### config.mk
export PLATFORM = sky130hd
export DESIGN_NAME = param_fifo
export DESIGN_NICKNAME = d
export VERILOG_FILES = /design/src/rtl/param_fifo_pkg.sv /design/src/rtl/param_fifo_ram.sv /design/src/rtl/param_fifo.sv
export SDC_FILE = /design/constraint.sdc
export NUM_CORES = 1
export LEC_CHECK = 0
export CORE_MARGIN = 2
export CORE_UTILIZATION = 35
export DETAILED_ROUTE_END_ITERATION = 6
export MAX_ROUTING_LAYER = met4
export SLEW_MARGIN = 20
export SYNTH_ARGS = -nofsm -noshare
export SYNTH_HDL_FRONTEND = slang
export SYNTH_SLANG_ARGS = --single-unit
### constraint.sdc
create_clock -name clk -period 3.9 [get_ports clk]
set_input_delay 0.78 -clock clk [delete_from_list [all_inputs] [get_ports clk]]
set_output_delay 0.78 -clock clk [all_outputs]
set_load 0.005 [all_outputs]
### src/rtl/param_fifo_pkg.sv
// Shared helpers for param_fifo: address-width function and parameter legality checks.
package param_fifo_pkg;

    // ceil(log2(n)); returns 0 for n <= 1
    function automatic int unsigned width_of(input int unsigned n);
        int unsigned w;
        w = 0;
        while ((32'd1 << w) < n) begin
            w = w + 1;
        end
        return w;
    endfunction

    function automatic bit is_pow2(input int unsigned n);
        return (n != 0) && ((n & (n - 1)) == 0);
    endfunction

    function automatic bit fifo_params_legal(
        input int unsigned width,
        input int unsigned depth,
        input int unsigned af_level,
        input int unsigned ae_level
    );
        return (width >= 1) && (depth >= 2) && is_pow2(depth) &&
               (af_level >= 1) && (af_level <= depth) && (ae_level <= depth - 1);
    endfunction

endpackage

### src/rtl/param_fifo_ram.sv
// DEPTH x WIDTH storage: synchronous write port, asynchronous read port, no reset.
module fifo_ram #(
    parameter int unsigned WIDTH = 8,
    parameter int unsigned DEPTH = 16,
    parameter int unsigned AW    = 4
) (
    input  logic             clk,
    input  logic             we,
    input  logic [AW-1:0]    waddr,
    input  logic [WIDTH-1:0] wdata,
    input  logic [AW-1:0]    raddr,
    output logic [WIDTH-1:0] rdata
);

    logic [WIDTH-1:0] mem_q [DEPTH];

    always_ff @(posedge clk) begin
        if (we) begin
            mem_q[waddr] <= wdata;
        end
    end

    assign rdata = mem_q[raddr];

endmodule

### src/rtl/param_fifo.sv
// Synchronous show-ahead FIFO with registered status, almost-full/empty thresholds
// and sticky overflow/underflow flags.
module param_fifo
    import param_fifo_pkg::*;
#(
    parameter int unsigned WIDTH    = 8,
    parameter int unsigned DEPTH    = 16,
    parameter int unsigned AF_LEVEL = DEPTH - 2,
    parameter int unsigned AE_LEVEL = 2
) (
    input  logic                      clk,
    input  logic                      reset,
    input  logic                      io_clear,
    input  logic [WIDTH-1:0]          io_din,
    input  logic                      io_push,
    input  logic                      io_pop,
    output logic [WIDTH-1:0]          io_dout,
    output logic                      io_empty,
    output logic                      io_full,
    output logic [width_of(DEPTH):0]  io_count,
    output logic                      io_almost_full,
    output logic                      io_almost_empty,
    output logic                      io_overflow,
    output logic                      io_underflow
);

    localparam int unsigned AW        = width_of(DEPTH);
    localparam logic [AW:0] ONE       = (AW+1)'(1);
    localparam logic [AW:0] DEPTH_CNT = (AW+1)'(DEPTH);
    localparam logic [AW:0] AF_CNT    = (AW+1)'(AF_LEVEL);
    localparam logic [AW:0] AE_CNT    = (AW+1)'(AE_LEVEL);

    if (!fifo_params_legal(WIDTH, DEPTH, AF_LEVEL, AE_LEVEL)) begin : g_bad_params
        $error("param_fifo: illegal WIDTH/DEPTH/AF_LEVEL/AE_LEVEL combination");
    end

    logic [AW:0] wr_ptr_q, wr_ptr_d;
    logic [AW:0] rd_ptr_q, rd_ptr_d;
    logic [AW:0] count_q, count_d;
    logic        empty_q, empty_d;
    logic        full_q, full_d;
    logic        af_q, af_d;
    logic        ae_q, ae_d;
    logic        ovf_q, ovf_d;
    logic        udf_q, udf_d;
    logic        pop_ok;
    logic        push_ok;
    logic        ram_we;

    always_comb begin
        pop_ok   = io_pop & ~empty_q;
        push_ok  = io_push & (~full_q | pop_ok);
        wr_ptr_d = wr_ptr_q;
        rd_ptr_d = rd_ptr_q;
        count_d  = count_q;
        ovf_d    = ovf_q;
        udf_d    = udf_q;

        if (io_clear) begin
            wr_ptr_d = '0;
            rd_ptr_d = '0;
            count_d  = '0;
            ovf_d    = 1'b0;
            udf_d    = 1'b0;
        end else begin
            // pointers carry a wrap bit, so plain increment wraps modulo 2*DEPTH
            if (push_ok) wr_ptr_d = wr_ptr_q + ONE;
            if (pop_ok)  rd_ptr_d = rd_ptr_q + ONE;
            case ({push_ok, pop_ok})
                2'b10:   count_d = count_q + ONE;
                2'b01:   count_d = count_q - ONE;
                default: count_d = count_q;
            endcase
            if (io_push & ~push_ok) ovf_d = 1'b1;
            if (io_pop & ~pop_ok)   udf_d = 1'b1;
        end

        // status derives from the next count so it is valid right after the edge
        empty_d = (count_d == '0);
        full_d  = (count_d == DEPTH_CNT);
        af_d    = (count_d >= AF_CNT);
        ae_d    = (count_d <= AE_CNT);
    end

    assign ram_we = push_ok & ~io_clear & reset;

    always_ff @(posedge clk) begin
        if (!reset) begin
            wr_ptr_q <= '0;
            rd_ptr_q <= '0;
            count_q  <= '0;
            empty_q  <= 1'b1;
            full_q   <= 1'b0;
            af_q     <= 1'b0;
            ae_q     <= 1'b1;
            ovf_q    <= 1'b0;
            udf_q    <= 1'b0;
        end else begin
            wr_ptr_q <= wr_ptr_d;
            rd_ptr_q <= rd_ptr_d;
            count_q  <= count_d;
            empty_q  <= empty_d;
            full_q   <= full_d;
            af_q     <= af_d;
            ae_q     <= ae_d;
            ovf_q    <= ovf_d;
            udf_q    <= udf_d;
        end
    end

    fifo_ram #(
        .WIDTH (WIDTH),
        .DEPTH (DEPTH),
        .AW    (AW)
    ) u_ram (
        .clk   (clk),
        .we    (ram_we),
        .waddr (wr_ptr_q[AW-1:0]),
        .wdata (io_din),
        .raddr (rd_ptr_q[AW-1:0]),
        .rdata (io_dout)
    );

    assign io_empty        = empty_q;
    assign io_full         = full_q;
    assign io_count        = count_q;
    assign io_almost_full  = af_q;
    assign io_almost_empty = ae_q;
    assign io_overflow     = ovf_q;
    assign io_underflow    = udf_q;

endmodule

==> metrics.txt <==
# TYPE chip_impl_metric gauge
chip_impl_info{name="crit_chain",value="buf_12 > mux4_1 > mux4_2 > clkdlybuf4s50_1"} 1
chip_impl_metric{name="post_synth_instance_area",unit="mm²"} 0.006042
chip_impl_metric{name="cts_max_level",unit=""} 4
chip_impl_metric{name="total_leakage_power",unit="nW"} 2.373
chip_impl_info{name="worstSetupPathType",value="register to output port"} 1
chip_impl_metric{name="via_per_inst",unit=""} 4.919
chip_impl_metric{name="layout.nets",unit=""} 392
chip_impl_metric{name="max-vdd-ir-drop",unit="V"} 0.0003331
chip_impl_metric{name="finalSetupViolations",unit=""} 0
chip_impl_metric{name="total_power",unit="mW"} 3.417
chip_impl_metric{name="synthDistinctLibCells",unit=""} 32
chip_impl_metric{name="clkSinkCount",unit=""} 151
chip_impl_info{name="clock_tree.root_cell",value="sky130_fd_sc_hd__clkbuf_16"} 1
chip_impl_metric{name="relSlewSlack",unit=""} 0.5691
chip_impl_metric{name="sequential_cell_area",unit="mm²"} 0.004305
chip_impl_metric{name="dieWidth",unit="µm"} 135.4
chip_impl_metric{name="pwr_density_cell",unit="mW/mm²"} 470.5
chip_impl_metric{name="route.detailed.wl_per_inst",unit="µm"} 19.27
chip_impl_metric{name="post-dp-hpwl",unit="mm"} 7.418
chip_impl_metric{name="maximum_clock_frequency",unit="MHz"} 277.3
chip_impl_metric{name="antennaDiodeCount",unit=""} 0
chip_impl_metric{name="layout.filler_cells",unit=""} 1505
chip_impl_metric{name="tightest_slew",unit="ns"} 0.6454
chip_impl_metric{name="fin_setup_tns",unit="ns"} 0
chip_impl_info{name="worst_setup_path_end_kind",value="output port"} 1
chip_impl_metric{name="antenna_viol_nets_final",unit=""} 0
chip_impl_metric{name="globalRoute.totalOverflow",unit=""} 0
chip_impl_metric{name="dieHeight",unit="µm"} 135.4
chip_impl_metric{name="cts.reportedPaths.clkPinSlew",unit="ns"} 0.06
chip_impl_metric{name="grt_pass1_wl",unit="mm"} 18.24
chip_impl_metric{name="design.die.area",unit="mm²"} 0.01833
chip_impl_metric{name="layoutNonFillerInstCount",unit=""} 607
chip_impl_metric{name="grt_max_degree",unit=""} 33
chip_impl_metric{name="critical_path_maximum_fanout",unit=""} 22
chip_impl_metric{name="floorplan.io_pins",unit=""} 32
chip_impl_metric{name="cts-buffers-inserted",unit=""} 17
chip_impl_metric{name="number_of_port_buffers",unit=""} 31
chip_impl_metric{name="area_growth",unit="%"} 20.19
chip_impl_metric{name="postSynthAreaPerCell",unit="µm²"} 19.06
chip_impl_metric{name="fin_crit",unit="ns"} 3.607
chip_impl_metric{name="cts_setup_buffers",unit=""} 0
chip_impl_info{name="start_kind",value="register"} 1
chip_impl_info{name="hold_path_class",value="register to register"} 1
chip_impl_metric{name="yosysSeqAreaShare",unit=""} 0.7124
chip_impl_metric{name="drt-met1-wl",unit="mm"} 5.255
chip_impl_metric{name="multiInputGateArea",unit="mm²"} 0.001628
chip_impl_metric{name="core_area",unit="mm²"} 0.01706
chip_impl_metric{name="register_bit_count_reported_by_yosys",unit=""} 151
chip_impl_info{name="cts_tree",value="yes"} 1
chip_impl_info{name="critical_path.slowest_cell",value="sky130_fd_sc_hd__mux4_1"} 1
chip_impl_metric{name="drc",unit=""} 0
chip_impl_metric{name="initial_utilization",unit=""} 0.3542
chip_impl_metric{name="clock-skew-final",unit="ns"} 0.007179
chip_impl_metric{name="cts.hold.buffers_added",unit=""} 0
chip_impl_metric{name="detail_route.wirelength",unit="mm"} 11.70
chip_impl_metric{name="placedCellCount",unit=""} 577
chip_impl_metric{name="grt_pass1_vias",unit=""} 3235
chip_impl_metric{name="worst_skew_pair.late_latency",unit="ns"} 0.42
chip_impl_metric{name="antenna_violations_before_repair",unit=""} 0
chip_impl_info{name="layout.cells.most_common_list",value="sky130_fd_sc_hd__edfxtp_1, sky130_fd_sc_hd__clkdlybuf4s50_1, sky130_fd_sc_hd__nor2_1"} 1
chip_impl_metric{name="met2_wire_length",unit="mm"} 5.856
chip_impl_metric{name="final_report_max_slew_violation_count",unit=""} 0
chip_impl_metric{name="detailed_place.area",unit="mm²"} 0.006703
chip_impl_metric{name="grt_usage",unit=""} 0.1445
chip_impl_metric{name="final_core_utilization",unit=""} 0.4258
chip_impl_metric{name="worst_path_largest_cell_delay",unit="ns"} 0.59
chip_impl_metric{name="initial_drt_pass_iterations",unit=""} 4
chip_impl_metric{name="synth_warnings",unit=""} 0
chip_impl_metric{name="wl_met3",unit="µm"} 476
chip_impl_metric{name="final_layout_size_suffix_gt1_frac",unit=""} 0.1597
chip_impl_metric{name="stdcell_area",unit="mm²"} 0.007262
chip_impl_info{name="layout_commonest_cell",value="sky130_fd_sc_hd__edfxtp_1"} 1
chip_impl_metric{name="vias",unit=""} 2986
chip_impl_metric{name="crit_path_dat",unit="ns"} 2.83
chip_impl_metric{name="postCtsResizedCells",unit=""} 0
chip_impl_metric{name="max_cap_violations",unit=""} 0
chip_impl_metric{name="gp_routability_congestion",unit=""} 0.7561
chip_impl_metric{name="drt_iter0_drc",unit=""} 262
chip_impl_metric{name="cp_data_required_time",unit="ns"} 3.12
chip_impl_info{name="status",value="completed"} 1
chip_impl_metric{name="timing.final.crit_share",unit=""} 0.9248
chip_impl_metric{name="core.rowCount",unit=""} 48
chip_impl_metric{name="syn_inst",unit=""} 317
chip_impl_info{name="routed.top_layer",value="met4"} 1
chip_impl_metric{name="clock_path_buffers",unit=""} 2
chip_impl_metric{name="postSynthNetCount",unit=""} 338
chip_impl_info{name="setup_repair_after_global_routing_missed_its_margin",value="no"} 1
chip_impl_metric{name="final-hold-violation-count",unit=""} 0
cells in the mapped netlist, drive strengths merged:
master | count | share of area
clkbuf | 5 | 0.0031
or3 | 1 | 0.0010
mux2i | 1 | 0.0017
inv | 4 | 0.0025
nor4b | 1 | 0.0025
xnor2 | 4 | 0.0058
a41o | 2 | 0.0033
nand4 | 1 | 0.0010
a21oi | 8 | 0.0066
dfxtp | 23 | 0.076
a211o | 1 | 0.0014
nor4 | 1 | 0.0010
nor2 | 29 | 0.018
o22ai | 1 | 0.0010
a31oi | 1 | 0.0010
a21o | 1 | 0.0012
nor3 | 7 | 0.0058
xor2 | 6 | 0.0087
nand2 | 17 | 0.011
o21ai | 4 | 0.0033
nand3 | 2 | 0.0017
mux4 | 40 | 0.17
nand2b | 6 | 0.0062
ha | 8 | 0.017
edfxtp | 128 | 0.64
nor2b | 3 | 0.0031
a21boi | 1 | 0.0012
buf | 11 | 0.013
where the power goes:
part	internal, mW	switching, mW	total, mW
Sequential	1.76	0.00733	1.76
Clock	0.934	0.617	1.55
Combinational	0.0481	0.0533	0.101
Total	2.74	0.677	3.42
kinds of logic after synthesis:
group           after synthesis  share of synthesized area
xor+xnor                     10                    0.01450
flops                       151                     0.7124
buf+inv                      20                    0.01822
fa+ha+maj                     8                    0.01657
simple gates                 68                    0.05094
compound gates               19                    0.01926
mux                          41                     0.1682
path summary, 6_finish.rpt:
path	slack, ns	to	start	cells past startpoint
max	0.29	io_dout[5]	register	4
min reg2reg	0.49	io_underflow$_SDFFE_PP0P_	io_underflow$_SDFFE_PP0P_	2
min	0.49	io_underflow$_SDFFE_PP0P_	io_underflow$_SDFFE_PP0P_	2
max reg2reg	1.14	io_full$_SDFF_PN0_	io_empty$_SDFF_PN1_	11
stage by stage:
stage	setup slack [ns]	hold slack, ns
6_report	0.2931	0.4894
5_1_grt	0.1812	0.5290
4_1_cts	0.2341	0.5004
3_5_place_dp	0.2722	0.4828
3_3_place_gp	0.4558	0.4603
2_1_floorplan	0.8942	0.4604
critical path, delay by kind of cell (launching register included):
family                 cells  cell delay [ns]
DFF                        1             0.56
muxes                      2             1.09
buffers and inverters      2             0.74
flip-flops by register name, indices dropped and copies added (netlist names), named ones only:
name	count
io_count	5
rd_ptr_q	4
u_ram.mem_q	128
io_overflow	1
io_empty	1
wr_ptr_q	4
io_almost_full	1
io_almost_empty	1
io_underflow	1
io_full	1
layout make-up:
cell class                 instances  area share
tap                              225     0.03877
clock inverter                    12     0.01792
multi-input combinational        146      0.2242
timing repair buffer              51     0.06513
inverter                           4    0.002068
clock buffer                      18     0.05910
sequential                       151      0.5929
per-layer routing:
| metal | global-route usage | vias up |
|---|---|---|
| met5 | - | - |
| met3 | 0.03442 | 7 |
| met2 | 0.2248 | 74 |
| met4 | 0.05961 | 0 |
| met1 | 0.1836 | 1515 |
| li1 | - | 1390 |
(Power assumes the default switching activity.)
